===== src/rtl/serial_adder_pkg.sv =====
// Shared encodings between the serial-adder control FSM and its datapath.
package serial_adder_pkg;

    localparam int unsigned STATE_W = 2;

    typedef enum logic [STATE_W-1:0] {
        ST_WAIT = 2'b00,
        ST_WORK = 2'b01,
        ST_DONE = 2'b10
    } state_e;

endpackage


===== src/rtl/serial_add_datapath_if.sv =====
// Control/operand/result bundle between the serial-adder FSM (master) and datapath (slave).
interface serial_add_datapath_if #(
    parameter int unsigned WIDTH = 8
);
    import serial_adder_pkg::*;

    logic [STATE_W-1:0] state;
    logic [WIDTH-1:0]   a;
    logic [WIDTH-1:0]   b;
    logic               counterflag;
    logic [WIDTH-1:0]   sum;
    logic               cout;
    logic               ovf;
    logic               sum_valid;

    modport master (
        output state, a, b,
        input  counterflag, sum, cout, ovf, sum_valid
    );

    modport slave (
        input  state, a, b,
        output counterflag, sum, cout, ovf, sum_valid
    );

endinterface


===== src/rtl/serial_add_datapath_fa.sv =====
// Single-bit full adder used as the serial bit slice.
module full_adder_bit (
    input  logic a,
    input  logic b,
    input  logic cin,
    output logic s,
    output logic cout
);

    always_comb begin
        s    = a ^ b ^ cin;
        cout = (a & b) | (a & cin) | (b & cin);
    end

endmodule


===== src/rtl/serial_add_datapath.sv =====
// Bit-serial adder datapath: loads operands in WAIT, adds LSB-first in WORK, holds in DONE.
module serial_add_datapath
    import serial_adder_pkg::*;
#(
    parameter int unsigned WIDTH = 8
) (
    input  logic                  clk,
    input  logic                  rst,
    serial_add_datapath_if.slave  bus
);

    localparam int unsigned CNT_W = (WIDTH > 1) ? $clog2(WIDTH) : 1;
    localparam logic [CNT_W-1:0] LAST_CNT = CNT_W'(WIDTH - 1);

    state_e           st;
    logic [WIDTH-1:0] a_q, a_d;
    logic [WIDTH-1:0] b_q, b_d;
    logic [WIDTH-1:0] sum_q, sum_d;
    logic [CNT_W-1:0] cnt_q, cnt_d;
    logic             carry_q, carry_d;
    logic             cout_q, cout_d;
    logic             ovf_q, ovf_d;
    logic             fa_s, fa_cout;
    logic             last_bit;

    assign st       = state_e'(bus.state);
    assign last_bit = (st == ST_WORK) && (cnt_q == LAST_CNT);

    full_adder_bit u_fa (
        .a    (a_q[0]),
        .b    (b_q[0]),
        .cin  (carry_q),
        .s    (fa_s),
        .cout (fa_cout)
    );

    always_comb begin
        a_d     = a_q;
        b_d     = b_q;
        sum_d   = sum_q;
        cnt_d   = cnt_q;
        carry_d = carry_q;
        cout_d  = cout_q;
        ovf_d   = ovf_q;
        case (st)
            ST_WAIT: begin
                a_d     = bus.a;
                b_d     = bus.b;
                carry_d = 1'b0;
                cnt_d   = '0;
            end
            ST_WORK: begin
                a_d     = a_q >> 1;
                b_d     = b_q >> 1;
                sum_d   = {fa_s, sum_q[WIDTH-1:1]};
                carry_d = fa_cout;
                cnt_d   = cnt_q + 1'b1;
                // Flags are captured only on the MSB slice; carry_q is the MSB carry-in.
                if (last_bit) begin
                    cout_d = fa_cout;
                    ovf_d  = carry_q ^ fa_cout;
                end
            end
            default: ;
        endcase
    end

    always_ff @(posedge clk) begin
        if (!rst) begin
            a_q     <= '0;
            b_q     <= '0;
            sum_q   <= '0;
            cnt_q   <= '0;
            carry_q <= 1'b0;
            cout_q  <= 1'b0;
            ovf_q   <= 1'b0;
        end else begin
            a_q     <= a_d;
            b_q     <= b_d;
            sum_q   <= sum_d;
            cnt_q   <= cnt_d;
            carry_q <= carry_d;
            cout_q  <= cout_d;
            ovf_q   <= ovf_d;
        end
    end

    assign bus.counterflag = last_bit;
    assign bus.sum_valid   = (st == ST_DONE);
    assign bus.sum         = sum_q;
    assign bus.cout        = cout_q;
    assign bus.ovf         = ovf_q;

endmodule


===== src/flat_wrapper.sv =====
// flat-port wrapper written by rule: the top's interface ports become plain ports
module serial_add_datapath_flat import serial_adder_pkg::*;
#(
    parameter int unsigned WIDTH = 8
)
  (clk, rst, bus_state, bus_a, bus_b, bus_counterflag, bus_sum, bus_cout, bus_ovf, bus_sum_valid);
  serial_add_datapath_if #(.WIDTH(WIDTH)) bus_i ();
  input  logic clk;
  input  logic rst;
  input wire logic [$bits(bus_i.state)-1:0] bus_state;
  input wire logic [$bits(bus_i.a)-1:0] bus_a;
  input wire logic [$bits(bus_i.b)-1:0] bus_b;
  output wire logic [$bits(bus_i.counterflag)-1:0] bus_counterflag;
  output wire logic [$bits(bus_i.sum)-1:0] bus_sum;
  output wire logic [$bits(bus_i.cout)-1:0] bus_cout;
  output wire logic [$bits(bus_i.ovf)-1:0] bus_ovf;
  output wire logic [$bits(bus_i.sum_valid)-1:0] bus_sum_valid;
  assign bus_i.state = bus_state;
  assign bus_i.a = bus_a;
  assign bus_i.b = bus_b;
  assign bus_counterflag = bus_i.counterflag;
  assign bus_sum = bus_i.sum;
  assign bus_cout = bus_i.cout;
  assign bus_ovf = bus_i.ovf;
  assign bus_sum_valid = bus_i.sum_valid;
  serial_add_datapath #(.WIDTH(WIDTH)) u_core (.clk(clk), .rst(rst), .bus(bus_i));
endmodule

===== config.mk =====
export PLATFORM = sky130hd
export DESIGN_NAME = serial_add_datapath_flat
export DESIGN_NICKNAME = d
export VERILOG_FILES = /design/src/rtl/serial_adder_pkg.sv /design/src/rtl/serial_add_datapath_if.sv /design/src/rtl/serial_add_datapath_fa.sv /design/src/rtl/serial_add_datapath.sv /design/src/flat_wrapper.sv
export SDC_FILE = /design/constraint.sdc
export NUM_CORES = 1
export LEC_CHECK = 0
export BUFFER_PORTS_ARGS = -buffer_cell sky130_fd_sc_hd__buf_4
export CAP_MARGIN = 5
export CORE_UTILIZATION = 46
export CTS_CLUSTER_SIZE = 8
export DETAILED_ROUTE_END_ITERATION = 8
export GPL_ROUTABILITY_DRIVEN = 0
export PLACE_DENSITY = 0.73
export SYNTH_ARGS = -nofsm -noshare
export SYNTH_HDL_FRONTEND = slang
export SYNTH_SLANG_ARGS = --single-unit

===== constraint.sdc =====
create_clock -name clk -period 1.5 [get_ports clk]
set_clock_uncertainty 0.2 [all_clocks]
set_input_delay 0.3 -clock clk [delete_from_list [all_inputs] [get_ports clk]]
set_output_delay 0.3 -clock clk [all_outputs]
set_load 0.02 [all_outputs]

==> results_dict.tcl <==
set metrics [dict create \
    fin_tns_setup_ps -210 \
    synth_area_leaders "dfxtp_1 47%, mux2i_1 11%, a21oi_1 8.7%, o21ai_0 5.5%, nand2_1 4.2%" \
    dpl_cell_area_mm2 0.00152 \
    required_ps 1000 \
    cap_violations 0 \
    clock_sinks 30 \
    setup_viol 1 \
    ys_seq_elements 30 \
    clockRootBuffer "clkbuf_4" \
    critPathSlowestCell "dfxtp_2" \
    fin_ws_ps -210 \
    crit_top_cell "ha_4" \
    holdWs_ps 17.9 \
    power_mw 1.53 \
    power.share.sequential_pct 55.1 \
    intPower_mw 1.16 \
    worst_pin_slew_ps 324 \
    synth_top_area_cell "dfxtp_1" \
    cts_buffers 5 \
    fillers 219 \
    max_freq_mhz 585 \
    grt_pass1_vias 990 \
    power.net_switching_mw 0.379 \
    yosys_warnings 0 \
    nNetsFinal 199 \
    drive_above_1_share_pct 35.6 \
    yosysMostFrequentCell "dfxtp_1" \
    place_ws_ps -48.7 \
    final_hold_viol_count 0 \
    power.density_mw_per_mm2 923 \
    layout_min_cycle_time_ps 1710 \
    drc 0 \
    die_x_um 54.4 \
    antenna_found_initial 0 \
    htree_levels 2 \
    synth_edf_count 0 \
    hold_path_class "in2reg" \
    core_mm2 0.00254 \
    crit_fanout 2 \
    n_antenna_cell 0 \
    gr-total-overflow 0 \
    area_growth_pct 31.5 \
    worstPathArrival_ps 1210 \
    dp.cells 195 \
    path_cells "ha_4, ha_4, inv_2, nor2_4, buf_6" \
    dieHeight_um 54.4 \
    fin_util_pct 65.3 \
    drt-initial-drc-count 19 \
    die_area_mm2 0.00296 \
    p_clk_share_pct 32.0 \
    swShare_pct 24.7 \
    min_period_over_period_pct 114 \
    wl_mm 2.58 \
    grt_pass1_wl_mm 4.15 \
    status "finished, violations left" \
    ys.flop_type "dfxtp_1" \
    grt_use_total_pct 20.3 \
    async_flop_share_pct 0 \
    reg2reg_setup_slack_ps 30 \
    synth_nets 159 \
    drt-pass1-iter-count 4 \
    initial_utilization_pct 49.7 \
    slowest_delay_ps 340 \
    rows 18 \
    multi_input_area_um2 614 \
    cts.clk_slew.worst_paths_ps 90 \
    path_class "reg2out" \
    synthesis.area_mm2 0.00126 \
    synth_cells 136 \
    irDropWorstVdd_mv 0.732 \
    crit_path_end_kind "primary output" \
    synth_common_cells "30 x dfxtp_1, 22 x a21oi_1, 14 x mux2i_1, 14 x nand2_1, 14 x o21ai_0" \
    ioPinCount 32 \
    synth_cell_types 24 \
    rsz0062_at_grt "yes" \
    port_buffers 31 \
    vias 1090 \
    drv_slew 0 \
    yosysTopAreaCellShare_pct 47.5 \
    vias_per_cell 5.27 \
    cts_buffer_depth 2 \
    stdcell_count 207 \
    regArea_um2 607 \
    fin_area_mm2 0.00166 \
    seq_area_frac_synth_pct 47.5 \
    combPwrFrac_pct 12.9 \
    grt_max_degree 15 \
    hpwl_mm 1.84 \
    cts_tree "yes" \
    drtAntennaViolNets 0 \
    power_leakage_nw 0.702 \
    avgSynthCellArea_um2 9.30 \
    cp-start-kind "flop" \
    clk_latency_ps 320 \
    relSlewSlack_pct 78.2 \
    violations "negative setup slack" \
    post_drt_wl_per_cell_um 12.5 \
]
## path summary, 6_finish.rpt
kind,from,endpoint,cells past startpoint
min reg2reg,u_core.bus.sum[0]$_SDFFE_PN0P_,u_core.bus.sum[0]$_SDFFE_PN0P_,2
min,bus_a[7],u_core.a_q[7]$_SDFFE_PN0P_,3
max,u_core.cnt_q[1]$_SDFFE_PN0P_,bus_counterflag,5
max reg2reg,u_core.a_q[0]$_SDFFE_PN0P_,u_core.bus.ovf$_SDFFE_PN0P_,5
## flip-flops by register name, summed over array words and instances (netlist names)
name and flops:
u_core.a_q 8, u_core.b_q 8, u_core.bus.sum 8, u_core.cnt_q 3
u_core.bus.cout 1, u_core.bus.ovf 1, u_core.carry_q 1
## placed cells by master, fill, tap and decap left out, types with 2 or more instances in the layout
cell / instances
buf_4: 40
dfxtp_1: 27
a21oi_1: 21
nand2_1: 14
o21ai_0: 14
mux2i_1: 14
nor2_1: 9
clkbuf_4: 5
a22oi_1: 4
inv_2: 3
a211oi_1: 3
inv_1: 2
ha_4: 2
dfxtp_2: 2
## power by group through the flow
| stage | Sequential [mW] | Combinational, mW | Clock (mW) |
|---|---|---|---|
| floorplan | 0.864 | 0.121 | 0 |
| global placement | 0.863 | 0.182 | 0 |
| detailed placement | 0.865 | 0.190 | 0 |
| CTS | 0.847 | 0.197 | 0.509 |
| global route | 0.851 | 0.216 | 0.551 |
| finish | 0.846 | 0.198 | 0.491 |
## worst max-delay path, delay by kind of cell, from the launching register on
family / cells / cell delay, ps
buffers and inverters: 2 / 190
adder cells (fa/ha/maj): 2 / 310
flip-flops: 1 / 340
AND/OR/NAND/NOR: 1 / 40
## layout make-up
class                   count  share of cell area [%]
flip-flops and latches     30                    36.5
inverters                   6                    1.35
repair buffers             42                    19.3
clock inverters             1                   0.301
multi-input cells          91                    36.9
well taps                  30                    2.26
clock buffers               7                    3.31
## logic make-up after synthesis
group	Yosys count	share of synthesized area [%]
compound gates	45	20.1
flops	30	47.5
simple gates	28	9.50
buf+inv	15	7.61
mux	14	11.1
fa+ha+maj	3	3.56
xor+xnor	1	0.693
## what timing repair did
| action | 4_1_cts | 5_1_grt |
|---|---|---|
| buffers inserted | 3 | 0 |
| endpoints found under the setup margin | 2 | 2 |
| hold endpoints to repair | 1 | 0 |
| gates resized for setup | 11 | 4 |
| pin swaps | 2 | 4 |
| hold buffers | 1 | 0 |
## routing by layer
| layer | track usage [%] | part of all wire, % | vias to the layer above |
|---|---|---|---|
| met5 | 0 | 0 | - |
| met3 | 9.44 | 6.1 | 2 |
| met4 | 7.69 | 0.58 | 0 |
| met1 | 22.1 | 42 | 512 |
| met2 | 34.1 | 51 | 24 |
| li1 | - | - | 552 |
Power figures use the tool's default switching activity.
